## config.mk

```make
export PLATFORM = sky130hd
export DESIGN_NAME = uart_tx_sched
export DESIGN_NICKNAME = d
export VERILOG_FILES = /design/src/rtl/uart_tx_sched.sv
export SDC_FILE = /design/constraint.sdc
export NUM_CORES = 1
export LEC_CHECK = 0
export BUFFER_PORTS_ARGS = -buffer_cell sky130_fd_sc_hd__buf_2
export CORE_ASPECT_RATIO = 0.75
export CORE_MARGIN = 1
export CORE_UTILIZATION = 55
export CTS_CLUSTER_SIZE = 28
export DETAILED_ROUTE_END_ITERATION = 10
export GPL_ROUTABILITY_DRIVEN = 1
export PLACE_DENSITY = 0.76
export SYNTH_ARGS = -nofsm -noshare
export SYNTH_HDL_FRONTEND = slang
export SYNTH_SLANG_ARGS = --single-unit
```

## constraint.sdc

```tcl
create_clock -name UART_CLK -period 2.3 [get_ports UART_CLK]
set_input_delay 0.115 -clock UART_CLK [delete_from_list [all_inputs] [get_ports UART_CLK]]
set_output_delay 0.115 -clock UART_CLK [all_outputs]
set_load 0.02 [all_outputs]
```

## src/rtl/uart_tx_sched.sv

```systemverilog
// Round-robin arbiter in front of an 8N1 bit-serial driver that shares one UART TX line
// between NUM_REQ byte requesters with valid/ready handshakes.
module uart_tx_sched #(
  parameter int NUM_REQ = 2,
  parameter int CLK_DIV = 434,
  parameter int GW      = 1
) (
  input  logic                 UART_CLK,
  input  logic                 UART_RST_N,
  input  logic                 UART_EN,
  input  logic [NUM_REQ-1:0]   REQ_VALID,
  input  logic [8*NUM_REQ-1:0] REQ_DATA,
  output logic [NUM_REQ-1:0]   REQ_READY,
  output logic                 UART_TX,
  output logic                 BUSY,
  output logic [GW-1:0]        GRANT_ID
);

  localparam int CW = $clog2(CLK_DIV);
  localparam logic [CW-1:0] BAUD_LAST = CW'(CLK_DIV - 1);
  localparam logic [GW-1:0] IDX_LAST  = GW'(NUM_REQ - 1);

  typedef enum logic [1:0] {
    S_IDLE  = 2'd0,
    S_START = 2'd1,
    S_DATA  = 2'd2,
    S_STOP  = 2'd3
  } state_t;

  state_t        r_state;
  logic [CW-1:0] r_baud;
  logic [2:0]    r_bit;
  logic [7:0]    r_shift;
  logic          r_tx;
  logic          r_busy;
  logic [GW-1:0] r_grant;
  logic [GW-1:0] r_last;

  logic [7:0]    w_bytes [NUM_REQ];
  logic [GW-1:0] w_winner;
  logic [GW-1:0] w_idx;
  logic          w_any;
  logic          w_accept;
  logic          w_bit_end;

  genvar gi;
  generate
    for (gi = 0; gi < NUM_REQ; gi++) begin : g_req
      assign w_bytes[gi]   = REQ_DATA[8*gi +: 8];
      assign REQ_READY[gi] = w_accept && (w_winner == GW'(gi));
    end
  endgenerate

  // Walk upward from the slot after the last grant, wrapping; the first valid slot wins.
  always_comb begin
    w_winner = '0;
    w_any    = 1'b0;
    w_idx    = r_last;
    for (int k = 0; k < NUM_REQ; k++) begin
      w_idx = (w_idx == IDX_LAST) ? '0 : w_idx + 1'b1;
      if (!w_any && REQ_VALID[w_idx]) begin
        w_any    = 1'b1;
        w_winner = w_idx;
      end
    end
  end

  // Reset is folded in so the strobe is low while the block is held in reset.
  assign w_accept  = UART_RST_N && UART_EN && w_any && (r_state == S_IDLE);
  assign w_bit_end = (r_baud == BAUD_LAST);

  always_ff @(posedge UART_CLK or negedge UART_RST_N) begin
    if (!UART_RST_N) begin
      r_state <= S_IDLE;
      r_baud  <= '0;
      r_bit   <= '0;
      r_shift <= '0;
      r_tx    <= 1'b1;
      r_busy  <= 1'b0;
      r_grant <= '0;
      r_last  <= IDX_LAST;
    end else begin
      case (r_state)
        S_IDLE: begin
          r_baud <= '0;
          if (w_accept) begin
            r_state <= S_START;
            r_shift <= w_bytes[w_winner];
            r_grant <= w_winner;
            r_last  <= w_winner;
            r_tx    <= 1'b0;
            r_busy  <= 1'b1;
          end
        end
        S_START: begin
          if (w_bit_end) begin
            r_state <= S_DATA;
            r_baud  <= '0;
            r_bit   <= '0;
            r_tx    <= r_shift[0];
            r_shift <= {1'b0, r_shift[7:1]};
          end else begin
            r_baud <= r_baud + 1'b1;
          end
        end
        S_DATA: begin
          if (w_bit_end) begin
            r_baud <= '0;
            if (r_bit == 3'd7) begin
              r_state <= S_STOP;
              r_tx    <= 1'b1;
            end else begin
              r_bit   <= r_bit + 1'b1;
              r_tx    <= r_shift[0];
              r_shift <= {1'b0, r_shift[7:1]};
            end
          end else begin
            r_baud <= r_baud + 1'b1;
          end
        end
        S_STOP: begin
          if (w_bit_end) begin
            r_state <= S_IDLE;
            r_baud  <= '0;
            r_busy  <= 1'b0;
          end else begin
            r_baud <= r_baud + 1'b1;
          end
        end
        default: r_state <= S_IDLE;
      endcase
    end
  end

  assign UART_TX  = r_tx;
  assign BUSY     = r_busy;
  assign GRANT_ID = r_grant;

endmodule

```

==> results of run 1 <==
## final timing paths
path                                             start                      to  slack [ns]
worst min register to register    GRANT_ID$_DFFE_PN0P_    GRANT_ID$_DFFE_PN0P_        0.49
worst max-delay path            r_state[0]$_DFFE_PN0P_  r_shift[4]$_DFFE_PN0P_        0.25
worst max register to register  r_state[0]$_DFFE_PN0P_  r_shift[4]$_DFFE_PN0P_        0.25
min in group asynchronous                   UART_RST_N  r_shift[5]$_DFFE_PN0P_        0.42
worst min-delay path                       REQ_DATA[7]  r_shift[7]$_DFFE_PN0P_        0.23
max in group asynchronous                   UART_RST_N     UART_TX$_DFFE_PN1P_        1.57
## timing repair
| item | 4_1_cts | 5_1_grt |
|---|---|---|
| hold buffers | 1 | 0 |
| hold endpoints to repair | 24 | 0 |
| endpoints found under the setup margin | 0 | 0 |
| setup buffers | 0 | 0 |
## per-stage QoR
step / worst slack, ns / instances / hold WS [ns] / utilization
floorplan: 0.4914 / 147 / -0.1806 / -
global placement: 0.4039 / 205 / 0.1948 / 0.6450
detailed placement: 0.2874 / 205 / 0.1921 / 0.6450
CTS: 0.2605 / 209 / 0.2305 / 0.6646
global route: 0.1483 / 209 / 0.2794 / 0.6646
finish: 0.2462 / 209 / 0.2324 / 0.6646
## state kept, by name, indices dropped and copies added (netlist names)
name and flops:
r_shift 8, r_state 2, GRANT_ID 1, UART_TX 1
BUSY 1, r_bit 3, r_last 1, r_baud 9
## layout make-up
cell class	instances	area share
clock buffer	3	0.02369
inverter	6	0.01292
multi-input combinational	110	0.4767
sequential	26	0.3747
timing repair buffer	28	0.08615
tap	36	0.02584
## power groups by stage
| stage | clock [mW] | combinational, mW | sequential [mW] |
|---|---|---|---|
| floorplan | 0 | 0.0173 | 0.466 |
| global placement | 0 | 0.0478 | 0.466 |
| detailed placement | 0 | 0.0498 | 0.466 |
| CTS | 0.262 | 0.0511 | 0.457 |
| global route | 0.276 | 0.0567 | 0.457 |
| finish | 0.253 | 0.0500 | 0.457 |
## critical path: cells and delay by family, from the launching register on
| family | cells | cell delay, ns |
|---|---|---|
| and+or+nand+nor | 1 | 0.14 |
| muxes | 1 | 0.39 |
| buffers and inverters | 1 | 0.15 |
| adders and majority gates | 1 | 0.40 |
| DFF | 1 | 0.44 |
| AOI/OAI and AO/OA | 1 | 0.43 |
## per-layer routing
metal  share of wire  GRT usage
met1            0.50     0.2813
met2            0.44     0.3239
met3           0.056    0.06190
met4          0.0028    0.04651
met5               0          0
## layout by cell type (no fill, tap or decap), types with 3 or more instances in the layout
cell,Yosys,final
nor3_1,3,3
nand3_1,5,5
nand2_1,13,13
ha_1,10,10
buf_2,1,25
mux2i_1,10,10
nor2_1,16,16
inv_1,6,6
mux2_2,7,7
clkbuf_8,0,3
o21ai_0,12,12
dfrtp_1,24,24
xnor2_1,5,5
## logic make-up (layout without fill, tap and decap cells)
kind of cell	after synthesis	after routing	share of synthesized area
adders and majority gates	10	10	0.08197
and+or+nand+nor	46	46	0.1459
DFF	26	26	0.4279
muxes	19	19	0.1369
AOI/OAI and AO/OA	28	28	0.1394
xor gates and xnor gates	7	7	0.04016
buffers and inverters	11	37	0.02786
==> impl_results.md, run 1 <==
* Clock Sinks at 26
* CTS tree: yes
* CP max-delay cell: dfrtp_1
* Fillers at 214
* Fin area at 0.001743 mm2
* Global route overflow at 0
* Sequential Power Share at 0.602
* I/O Buffers at 25
* Ports at 26
* Psw at 0.1603 mW
* Clock transition at path regs at around 0.09 ns
* Worst r2r path cells at 5
* DRT iter0 DRCs at 79
* # rows at 16
* Mapped Cells at between 100 and 150
* Core Area at 0.002623 mm2
* Die W at 62.83 um
* Crit-path max cell delay at about 0.44 ns
* Mapped cell area at roughly 0.0015 mm2
* Register bit total from synthesis at 26
* P_leak at 0.8433 nW
* Int Pwr at around 0.60 mW
* Largest net degree at the start of global routing at 28
* RSZ-0062 raised after global routing: no
* Main synth FF type: dfrtp_1
* Layout Nets at 206
* Critical path peak fanout at 11
* Setup crit end kind: flop
* DRT antenna net count at 0
* Critical Path RT at around 2.5 ns
* Fin. max-slew vios at 0
* DRC violations left at 1
* Failing checks: DRC
* Cell Area, Placed at ~0.0017 mm2
* Area of the multi-input gates at approximately 830 um2
* Die height at ~48 um
* Die area at 0.002992 mm2
* Clock root buffer: clkbuf_8
* Post-synth EDFFs at 0
* Worst-Skew Late Latency at about 0.27 ns
* Synth unique cells at 35
* Hold depth at 4
* Slew @ Worst Pin at between 0.4 and 0.5 ns
* Syn nets at 178
* Power share of the clock group at 0.333
* Initial antenna violation count at 0
* Comb pwr share at 0.066
* Sequential Area at 653.1 um2
* H-tree depth at 1
* CP cell instances: inv_1 > ha_1 > nor2_1 > a32oi_4 > mux2_2
* TritonCTS buffer count at 3
* Clock Skew at approximately 0.013 ns
* Worst slew margin at 0.6861
* Startpoint Class: flop
* Pwr Density at about 440 mW/mm2
* Final hold vios at 0
* Number of gates resized after CTS at 0
* Clock buffer depth at 2
* First-pass GRT wire length at 4.505 mm
* Max-cap violation count at 0
* Outcome: finished with violations
* Vias in the first global route at ~990
* GRT Overall Usage at 0.2043
* Ys Warns at 0
* Syn Area/Cell at roughly 10 um2
* Detailed Place HPWL at about 2.2 mm
* Synth top area share at 0.3934
* Most common cell in the netlist: dfrtp_1
* WL/cell at roughly 14 um
* Max Freq at 0.4869 GHz
* Sequential area share after synthesis at 0.4279
* Layout cell share with drive strength beyond 1 at 0.2717
* Final setup vio count at 0
* Synth area leader: dfrtp_1
* Post-synth ARST share at 1.000
* Switch share at 0.2111
* Top cells by count, synth: dfrtp_1, nor2_1, nand2_1, o21ai_0
* Crit share post-route at 0.8930
* Antenna Cells at 0
* Crit path arrival time at ~2.2 ns
* Pwr Total at 0.7594 mW
* Setup_tns at 0 ns
* RD Place Congestion at a little under 0.9
* Via count at 1,166
* Critical path class: flop to flop
* Vias per cell at roughly 5.6
* Initial Util at 0.5821
* Hold WC Path Type: input pin to flop
* Tmin final at around 2 ns
* Drt pass-1 iters at 9
* Max VDD drop at around 0.00041 V
* DRT Wirelength at between 2 and 3 mm
* Top post-synthesis cells by area: dfrtp_1, ha_1, mux2i_1, mux2_2, o21ai_0
* Area grow syn2layout at 14.18%
Power figures use the tool's default switching activity.
==> run 2: changes to the inputs <==
- BUFFER_PORTS_ARGS: -buffer_cell sky130_fd_sc_hd__buf_2 -> default
- CORE_UTILIZATION: 55 -> 62
- DONT_BUFFER_PORTS: default -> 1
==> run 2 against run 1 <==
The flow now finishes without violations. Sequential power about the same. First-iteration DRC count decreased by 1.3%. Cell count decreased by 12%. Die area decreased by 11%. Non-clock buffer count decreased by 25. Routed wire length increased by 1.6%. Clock power decreased by 6%. Register-to-register slack improved by 0.02 ns. Critical path type unchanged. Largest cell class unchanged.
==> impl_results.md, run 2 (synthesized netlist as in run 1, its figures left out) <==
* Cell Area, Placed at 0.001556 mm2 (was 0.001692 mm2)
* Initial antenna violation count at 0 (unchanged)
* CTS tree: yes (unchanged)
* DRT Wirelength at 2.896 mm (was 2.849 mm)
* Worst r2r path cells at 5 (unchanged)
* Initial Util at 0.6612 (was 0.5821)
* Pwr Total at 0.7305 mW (was 0.7594 mW)
* Final WS setup at 0.2661 ns (was 0.2462 ns)
* Max VDD drop at 0.0003301 V (was 0.0004056 V)
* GRT Overall Usage at 0.2423 (was 0.2043)
* I/O Buffers at 0 (was 25)
* Setup_tns at 0 ns (unchanged)
* Fin area at 0.001623 mm2 (was 0.001743 mm2)
* Die W at 59.30 um (was 62.83 um)
* Fillers at 184 (was 214)
* Non-Filler Instances at 183 (was 209)
* Worst-Skew Late Latency at 0.33 ns (was 0.27 ns)
* Max FFs per register at 9 (unchanged)
* Buf/Inv on CP at 1 (unchanged)
* Cell family with most CP delay: flip-flops (unchanged)
* Sequential Area at 653.1 um2 (unchanged)
* Hold depth at 2 (was 4)
* Startpoint Class: flop (unchanged)
* Critical Path RT at 2.53 ns (was 2.45 ns)
* Critical path class: flop to flop (unchanged)
* Crit path arrival time at 2.26 ns (was 2.20 ns)
* First-pass GRT wire length at 4.664 mm (was 4.505 mm)
* Commonest non-fill, non-tap cell in the layout: dfrtp_1 (was buf_2)
* WHS at 0.07568 ns (was 0.2324 ns)
* Detailed Place HPWL at 2.144 mm (was 2.154 mm)
* DRT antenna net count at 0 (unchanged)
* Die height at 44.97 um (was 47.63 um)
* Area of the multi-input gates at 830.8 um2 (unchanged)
* Via count at 1,098 (was 1,166)
* Clock buffer depth at 2 (unchanged)
* Setup crit end kind: flop (unchanged)
* Layout cell share with drive strength beyond 1 at 0.1544 (was 0.2717)
* Tmin final at 2.034 ns (was 2.054 ns)
* Clock transition at path regs at 0.15 ns (was 0.09 ns)
* RSZ-0062 raised after global routing: no (unchanged)
* H-tree depth at 1 (unchanged)
* DRT iter0 DRCs at 78 (was 79)
* Layout Nets at 181 (was 206)
* Pwr Density at 450.1 mW/mm2 (was 435.7 mW/mm2)
* # Post-CTS Setup Buffers at 0 (unchanged)
* Final hold vios at 0 (unchanged)
* Fin. max-slew vios at 0 (unchanged)
* Critical path peak fanout at 11 (unchanged)
* Final setup vio count at 0 (unchanged)
* Drt pass-1 iters at 4 (was 9)
* Biggest register: r_baud (unchanged)
* Crit share post-route at 0.8843 (was 0.8930)
* Vias in the first global route at 995 (was 987)
* Clock Sinks at 26 (unchanged)
* Ports at 26 (unchanged)
* Max-cap violation count at 0 (unchanged)
* Area grow syn2layout at 6.312% (was 14.18%)
* Max Freq at 0.4917 GHz (was 0.4869 GHz)
* TritonCTS buffer count at 3 (unchanged)
* Hold WC Path Type: input pin to flop (unchanged)
* Clock Skew at 0.01253 ns (was 0.01310 ns)
* Placed instance count at 177 (was 205)
* Biggest regs: r_baud: 9 flops, r_shift: 8 flops, r_bit: 3 flops (unchanged)
* RD Place Congestion at 0.8971 (was 0.8870)
* # rows at 15 (was 16)
* Die area at 0.002667 mm2 (was 0.002992 mm2)
* DRC violations left at 0 (was 1)
* WL/cell at 15.83 um (was 13.63 um)
* Final core area utilization at 0.7030 (was 0.6646)
* Antenna Cells at 0 (unchanged)
* CP max-delay cell: dfrtp_1 (unchanged)
* Outcome: completed (was finished with violations)
* DP Worst Slack at 0.3049 ns (was 0.2874 ns)
* Largest net degree at the start of global routing at 27 (was 28)
* Slew @ Worst Pin at 0.5252 ns (was 0.4709 ns)
* Most frequent cells in the layout: dfrtp_1, nor2_1, nand2_1 (was buf_2, dfrtp_1, nor2_1)
* Vias per cell at 6.000 (was 5.579)
* Clock root buffer: clkbuf_4 (was clkbuf_8)
* Core Area at 0.002308 mm2 (was 0.002623 mm2)
* Crit-path max cell delay at 0.45 ns (was 0.44 ns)
* Number of stages on the worst setup path at 5 (unchanged)
* Global route overflow at 0 (unchanged)
* Worst slew margin at 0.6492 (was 0.6861)
* CP cell instances: inv_1 > ha_1 > nor2_1 > a32oi_4 > mux2_2 (unchanged)
* P_leak at 0.7406 nW (was 0.8433 nW)
[run 2: layout make-up]
type                    count  share of cell area
multi-input cells         110              0.5119
well taps                  34             0.02621
clock buffers               4             0.02236
flip-flops and latches     26              0.4025
repair buffers              3             0.02313
inverters                   6             0.01388
[run 2: per-layer routing]
layer / vias up / global-route usage / part of all wire
met5: - / 0 / 0
met4: 0 / 0.05238 / 0.0090
met3: 6 / 0.06877 / 0.064
met2: 36 / 0.3978 / 0.48
met1: 537 / 0.3222 / 0.45
li1: 519 / - / -
[run 2: worst paths after layout]
| kind | start | end | slack, ns |
|---|---|---|---|
| worst max-delay path | r_state[0]$_DFFE_PN0P_ | r_shift[2]$_DFFE_PN0P_ | 0.27 |
| worst min-delay path | UART_RST_N | GRANT_ID$_DFFE_PN0P_ | 0.08 |
| worst max register to register | r_state[0]$_DFFE_PN0P_ | r_shift[2]$_DFFE_PN0P_ | 0.27 |
| worst min register to register | r_shift[7]$_DFFE_PN0P_ | r_shift[7]$_DFFE_PN0P_ | 0.52 |
| max in group asynchronous | UART_RST_N | UART_TX$_DFFE_PN1P_ | 1.86 |
| min in group asynchronous | UART_RST_N | BUSY$_DFFE_PN0P_ | 0.19 |
[run 2: power breakdown]
part	leakage, nW	internal [mW]	switching [mW]
logic	0.389	0.0157	0.0193
registers	0.331	0.457	0
clock network	0.0210	0.0971	0.141
total	0.741	0.570	0.160
[run 2: timing repair]
item                      in CTS  in global routing
hold endpoints to repair      26                  0
hold buffers                   2                  0
gates resized for setup        0                  0
